## config.mk

```make
export PLATFORM = sky130hd
export DESIGN_NAME = ex_muldiv
export DESIGN_NICKNAME = d
export VERILOG_FILES = /design/src/rtl/ex_muldiv.sv
export SDC_FILE = /design/constraint.sdc
export NUM_CORES = 2
export LEC_CHECK = 0
export ABC_AREA = 1
export CAP_MARGIN = 25
export CORE_UTILIZATION = 44
export CTS_BUF_LIST = sky130_fd_sc_hd__clkbuf_4 sky130_fd_sc_hd__clkbuf_8
export DETAILED_ROUTE_END_ITERATION = 10
export MAX_ROUTING_LAYER = met4
export PLACE_DENSITY_LB_ADDON = 0.25
export SYNTH_ARGS = -nofsm -noshare
export SYNTH_HDL_FRONTEND = slang
export SYNTH_SLANG_ARGS = --single-unit
export TNS_END_PERCENT = 20
```

## constraint.sdc

```tcl
create_clock -name clock -period 12.32 [get_ports clock]
set_input_delay 1.848 -clock clock [delete_from_list [all_inputs] [get_ports clock]]
set_output_delay 1.848 -clock clock [all_outputs]
set_load 0.02 [all_outputs]
```

## src/rtl/ex_muldiv.sv

```systemverilog
// ex_muldiv: multi-cycle RV32M multiply/divide unit for the EX pipe stage
// Ports:
//   clock, reset        rising-edge clock, synchronous active-high reset
//   start, alu_op       request and ALUOp code (MUL..REMU), sampled only in IDLE
//   op_a, op_b          rs1/rs2 operands, latched on accept
//   kill                pipeline flush, aborts any operation without done
//   busy                operation in flight (EX stall request)
//   done, result        one-cycle completion pulse and result held until the next completion
module ex_muldiv #(
    parameter int XLEN = 32
) (
    input  logic            clock,
    input  logic            reset,
    input  logic            start,
    input  logic [3:0]      alu_op,
    input  logic [XLEN-1:0] op_a,
    input  logic [XLEN-1:0] op_b,
    input  logic            kill,
    output logic            busy,
    output logic            done,
    output logic [XLEN-1:0] result
);
    localparam logic [3:0] OP_MUL    = 4'd8;
    localparam logic [3:0] OP_MULH   = 4'd9;
    localparam logic [3:0] OP_MULHSU = 4'd10;
    localparam logic [3:0] OP_MULHU  = 4'd11;
    localparam logic [3:0] OP_DIV    = 4'd12;
    localparam logic [3:0] OP_DIVU   = 4'd13;
    localparam logic [3:0] OP_REM    = 4'd14;
    localparam logic [3:0] OP_REMU   = 4'd15;
    localparam logic [XLEN-1:0] INT_MIN = {1'b1, {(XLEN-1){1'b0}}};

    typedef enum logic [1:0] {IDLE, MUL, DIV, FIX} state_t;
    state_t state, state_nx;

    // a_q doubles as the dividend/quotient shift register during DIV;
    // sa_q/sb_q mean "operand is negative under this op's signedness".
    logic [3:0]      op_q;
    logic            sa_q, sb_q, fixd;
    logic [5:0]      cnt;
    logic [XLEN-1:0] a_q, b_q, rem, val;

    logic            is_m, is_mul, is_rem, a_neg, b_neg, special, accept, finish, neg;
    logic [XLEN-1:0] spec_val, mag_a, mag_b, diff;
    logic [XLEN:0]   sh;
    logic [2*XLEN-1:0] prod;

    always_comb begin
        is_m     = alu_op inside {OP_MUL, OP_MULH, OP_MULHSU, OP_MULHU, OP_DIV, OP_DIVU, OP_REM, OP_REMU};
        is_mul   = alu_op inside {OP_MUL, OP_MULH, OP_MULHSU, OP_MULHU};
        is_rem   = alu_op inside {OP_REM, OP_REMU};
        a_neg    = (alu_op inside {OP_MUL, OP_MULH, OP_MULHSU, OP_DIV, OP_REM}) && op_a[XLEN-1];
        b_neg    = (alu_op inside {OP_MUL, OP_MULH, OP_DIV, OP_REM}) && op_b[XLEN-1];
        special  = !is_mul && (op_b == '0 ||
                   ((alu_op inside {OP_DIV, OP_REM}) && op_a == INT_MIN && op_b == '1));
        spec_val = is_rem ? (op_b == '0 ? op_a : '0) : (op_b == '0 ? '1 : INT_MIN);
        mag_a    = a_neg ? -op_a : op_a;
        mag_b    = b_neg ? -op_b : op_b;
        accept   = state == IDLE && start && !kill && is_m;
        finish   = state == FIX && fixd && !kill;
        // one restoring step: shift in the next dividend bit, subtract if it fits
        sh       = {rem, a_q[XLEN-1]};
        neg      = sh < {1'b0, b_q};
        diff     = sh[XLEN-1:0] - b_q;
        // low 2*XLEN bits of the 33x33 signed product
        prod     = {{XLEN{sa_q}}, a_q} * {{XLEN{sb_q}}, b_q};
    end

    always_ff @(posedge clock) begin
        if (reset)
            state <= IDLE;
        else
            state <= state_nx;
    end

    // Special-case divides and products park in FIX with fixd set, so FIX
    // is the single place that raises done; divides spend one FIX cycle
    // applying signs before that.
    always_comb begin
        state_nx = state;
        busy     = state != IDLE;
        case (state)
            IDLE: if (accept) state_nx = special ? FIX : (is_mul ? MUL : DIV);
            MUL:  state_nx = FIX;
            DIV:  if (cnt == 6'd31) state_nx = FIX;
            FIX:  if (fixd) state_nx = IDLE;
            default: state_nx = IDLE;
        endcase
        if (kill) state_nx = IDLE;
    end

    always_ff @(posedge clock) begin
        if (reset) begin
            done   <= 1'b0;
            result <= '0;
            cnt    <= '0;
            fixd   <= 1'b0;
        end else begin
            done <= finish;
            if (finish) result <= val;
            if (accept) begin
                op_q <= alu_op;
                sa_q <= a_neg;
                sb_q <= b_neg;
                a_q  <= is_mul ? op_a : mag_a;
                b_q  <= is_mul ? op_b : mag_b;
                rem  <= '0;
                cnt  <= '0;
                fixd <= special;
                val  <= spec_val;
            end
            if (state == MUL) begin
                val  <= op_q == OP_MUL ? prod[XLEN-1:0] : prod[2*XLEN-1:XLEN];
                fixd <= 1'b1;
            end
            if (state == DIV) begin
                a_q <= {a_q[XLEN-2:0], !neg};
                rem <= neg ? sh[XLEN-1:0] : diff;
                cnt <= cnt + 6'd1;
            end
            if (state == FIX && !fixd) begin
                val  <= (op_q inside {OP_REM, OP_REMU}) ? (sa_q ? -rem : rem)
                                                       : ((sa_q ^ sb_q) ? -a_q : a_q);
                fixd <= 1'b1;
            end
        end
    end
endmodule

```

* Word-level counts from Yosys, hierarchy flattened *
Cells that the tools add are included.

cells by class
  eq/ne operators = 20
  multiplexer cells = 30
  $lt $le $gt $ge = 1
  bitwise logic cells = 2
  div/mod/pow operators = 0
  add/subtract/negate cells = 6
  shift-type cells = 0
  multiply operators = 1
  reductions and logical operators = 33

operator list
  operator                                                               count
  32-bit two-way mux                                                     18
  32-bit negation                                                        4
  32-bit equality test, second input constant                            2
  33-bit by 33-bit multiplier with 64-bit output                         1
  4-bit equality test, second input constant                             11
  33-bit by 32-bit less-than comparator with 1-bit output                1
  32-bit zero test                                                       1
  32-bit subtractor                                                      1
  31-bit two-way mux                                                     1
  6-bit two-way mux                                                      2
  1-bit logical AND                                                      11
  2-bit two-way mux                                                      5
  2-bit nonzero test                                                     5
  2-bit case mux with 4 select lines                                     1
  4-bit nonzero test                                                     2
  8-bit nonzero test                                                     1
  6-bit by 1-bit adder with 6-bit output, second input constant          1
  6-bit by 5-bit equality test with 1-bit output, second input constant  1
  2-bit != test, second input constant                                   3
  2-bit AND reduction                                                    3
  5-bit nonzero test                                                     1
  2-bit equality test, second input constant                             2
  1-bit zero test                                                        4
  1-bit two-way mux                                                      3
  8 further kinds                                                        8

word-level totals
  RAM bits = 0
  bits in read-only memories = 0
  latch bits = 0
  memories kept = 0
  register bits = 176
  input port bits = 72
  word-level logic and storage cells = 105
  output and inout bits = 34

* Logic depth before layout (Yosys ltp) *
  depth after elaboration = 9
  mapped depth = 38
  gate-level depth less buffers = 36

* Least setup slack after synthesis *
No wires, ideal clock.

  path kind = register to register
  from = register sa_q
  to = register val[29], data pin
  setup time = 0.252 ns
  slack = 4.586 ns
  data required time = 12.068 ns
  clock period less this slack = 7.734 ns
  path buffers = 2
  data arrival time = 7.482 ns
  cell stages (with the launch flop) = 32
  path through = edfxtp_1 -> clkbuf_1 -> clkbuf_1 -> nand2_1 -> inv_1 -> fa_1 -> inv_1 -> fa_1 -> inv_1 -> fa_1 -> inv_1 -> fa_1 -> inv_1 -> fa_1 -> inv_1 -> fa_1 -> fa_1 -> fa_1 -> inv_1 -> ha_1 -> nand2_1 -> nor2_1 -> inv_1 -> nor2_1 -> nand2_1 -> or2_2 -> nand3_1 -> nand2_1 -> nand3_1 -> nand2_1 -> nand2_1 -> nand2_1

between the ends
  longest elaborated chain between the ends = 4
  elaborated cells between the ends (all ways) = 8
  those cells by class = mul (1); mux (6); bitwise (1)

ends and longest elaborated chain
  item                                                                                 RTL line  RTL
  start: declaration                                                                   39        logic sa_q, sb_q, fixd;
  start signal: assignment                                                             103       sa_q <= a_neg;
  33-bit by 33-bit multiplier with 64-bit output or 1-bit bitwise XOR (tied branches)  66, 123
  32-bit two-way mux, on equally long branches                                         113, 123
  32-bit two-way mux, on equally long branches                                         112, 122
  32-bit two-way mux *                                                                 121       if (state == FIX && !fixd) begin
  end signal: assignment                                                               110       val <= spec_val;
  end signal: assignment                                                               113       val <= op_q == OP_MUL ? prod[XLEN-1:0] : prod[2*XLEN-1:XLEN];
  end signal: assignment                                                               122       val <= (op_q inside {OP_REM, OP_REMU}) ? (sa_q ? -rem : rem)
  end: declaration                                                                     41        logic [XLEN-1:0] a_q, b_q, rem, val;

Every way passes the cells marked *; elsewhere a longest branch is shown, timed or not.
A chain may end at the register's enable or synchronous reset.

* Worst setup path after layout *
  from = register sa_q
  to = register val[31], data pin

Same word-level chain as after synthesis.

==> results.cfg <==
[worst_setup_path]
cpMaxStageDelayCell = fa_1
reg2reg_setup_slack_ns = 2.78
cp_bufs_invs = 10
worstSetupStartpoint = sa_q
worst_ep_arrival_time_ns = 9.84
cp-start-kind = flip-flop
endpoint_kind = flip-flop
rr_endpoint = val[31]
regToRegStartpoint = sa_q
timing.reg2reg.worst_path_depth = 32
cp.required_ns = 12.62
critPathKind = flip-flop to flip-flop
critPathMaxFanout = 36
path_delay_family = adder cells
crit_path_max_incr_delay_ns = 0.74

[route]
drt_drc_violations_left = 0
routed_wirelength_mm = 180
top_signal_layer_used = met4
avgViaCountPerCell = 5.26
drt_iter0_drc = 4202
route.met3.wl_mm = 13.8
drtAntennaViolNets = 0
met2_wirelength_mm = 83.9
num_vias = 45400
routedLengthMet1_mm = 76.7
detail_route.first_pass.iterations = 6
avgRoutedWirePerCell_um = 20.9

[synth]
yosysMostFrequentCell = inv_1
synth-seq-area-share = 0.0908
synth.top_cells.by_count = 1,994 x inv_1, 1,725 x nand2_1, 1,126 x fa_1
synth-warning-count = 0
synth_area_leader_cell = fa_1
synth_edf_count = 134
synthMuxAreaShare = 0
synth_ff_type = edfxtp_1
synth-compound-area-share = 0.0691
synth-xor-area-share = 0.00965
synthCells = 7102
fraction_of_synthesis_flops_using_an_asynchronous_set_or_reset_pin = 0
netlist_area_mm2 = 0.0536
synth-simple-area-share = 0.185
synth.area.top_cells = fa_1 42%, inv_1 14%, nand2_1 12%
synth_cell_types = 57
synth_seq_cells = 176
synth_top_cell_area_share = 0.421
synth_area_per_cell_um2 = 7.54
synth_adder_area_share = 0.481
synthesis.nets = 8556
main_combinational_cell_family_by_area_after_synthesis = adder cells

[clock_tree]
post_cts_buffers = 0
cts_tree = built
cts_max_path_buffers = 2
postCtsHoldBufs = 0
clockRootBuffer = clkbuf_8
clk_transition_reported_paths_ns = 0.11
clk_latency_ns = 0.56
ctsHtreeMaxLevel = 4
cts_buffers = 17
cts_resized = 0
sink_count_of_the_clock_tree = 176

[global_routing]
grt_pass1_wl_mm = 282
grt_start_max_net_pins = 65
first_global_vias = 46900
grt_antenna_before_repair = 5
grt_remaining_overflow = 0
track_usage = 0.313

[worst_hold_path]
hold-path-endpoint = cnt[1]
timing.hold.worst_path_depth = 2
min_from = cnt[1]
hp-class = flip-flop to flip-flop

[sta]
worst-slew-pin-transition_ns = 1.07
final.setup_skew_ns = 0.0197
timing.final.crit_period_ns = 9.54
period_share = 0.775
setup-violations-final = 0
fmax_mhz = 105
hold_viol = 0
timing.slew.headroom = 0.283
final_report_max_slew_violation_count = 0
tns_ns = 0
rsz0062_at_grt = false

[flow_run]
maxCapViolCount = 0

[layout]
utilization = 0.470
final_stage_net_count = 8454
syn2layout_area_growth_pct = 5.65
layout-drive-gt1-share = 0.0255

[placement]
replace_congestion = 1.09
io_buffers = 105
detailedPlacementHpwl_mm = 147

[outcome]
result_of_the_run = finished, final reports clean

[floorplanning]
die_w_um = 351
std_cell_rows = 127
floorplan.io_pins = 106
chipHeight_um = 351
die_area_mm2 = 0.123
design.core.area_mm2 = 0.120
initial_utilization = 0.445
-- per-stage QoR --
step	hold WS [ns]	area (um2)	std cells	setup WS, ns
5_1_grt	0.515	56600	8626	2.29
4_1_cts	0.495	56600	8625	2.86
3_5_place_dp	0.472	56200	8593	2.94
3_3_place_gp	0.465	56200	8592	2.87
6_report	0.492	56600	8626	2.78
2_1_floorplan	0.454	53600	7102	4.59
-- final cells by class --
cell class | count | area (um2)
Timing Repair Buffer | 209 | 1840
Sequential cell | 176 | 4860
Clock inverter | 15 | 170
Fill cell | 12200 | 63700
Tap cell | 1612 | 2020
Antenna cell | 1 | 2.50
Multi-Input combinational cell | 4595 | 39900
Clock buffer | 17 | 234
Inverter | 2001 | 7510
-- kinds of logic (layout without fill, tap and decap cells) --
logic type,count (synthesis),after routing
buffers and inverters,2331,2242
adders and majority gates,1382,1382
DFF,176,176
and+or+nand+nor,2475,2475
other,0,1
xor gates and xnor gates,59,59
AOI/OAI and AO/OA,679,679
-- metal layers --
layer	vias up	track usage
met5	-	-
met1	22900	0.427
met3	294	0.0326
met4	0	0.0911
met2	1840	0.492
li1	20400	-
-- worst max-delay path by stage --
stage | end | slack, ns | cells after the start
final | val[31] | 2.78 | 32
after global routing | val[31] | 2.29 | 32
after CTS | val[31] | 2.86 | 32
after detailed placement | val[31] | 2.94 | 32
after global placement | val[31] | 2.87 | 32
after floorplan | val[29] | 4.59 | 31
-- state kept, by name, summed over array words and instances, names as in the netlist --
name    flops
done        1
fixd        1
cnt         6
sa_q        1
b_q        32
a_q        32
rem        32
state       2
result     32
val        32
op_q        4
sb_q        1
-- placed cells by master (no fill, tap or decap), types with 13 or more instances in the layout --
master	count
inv_1	1994
nand2_1	1725
fa_1	1126
nor2_1	404
o21ai_0	285
a21oi_1	265
ha_1	255
nand3_1	182
edfxtp_1	134
clkdlybuf4s50_1	105
buf_4	103
nor3_1	56
o21bai_1	48
dfxtp_1	42
xor2_1	41
nand4_1	33
nor4_1	19
xnor2_1	18
a31oi_1	18
clkbuf_8	17
or2_2	13
-- worst register-to-register path, delay by kind of cell, from the launching register on --
kind            cells  cell delay [ns]
fa+ha+maj           9             4.63
buf+inv            10             2.20
simple gates       12             2.04
flops               1             0.34
compound gates      1             0.08
Power is not shown: default switching activity piles up to over one toggle a cycle in this logic, so the estimate is an artifact.
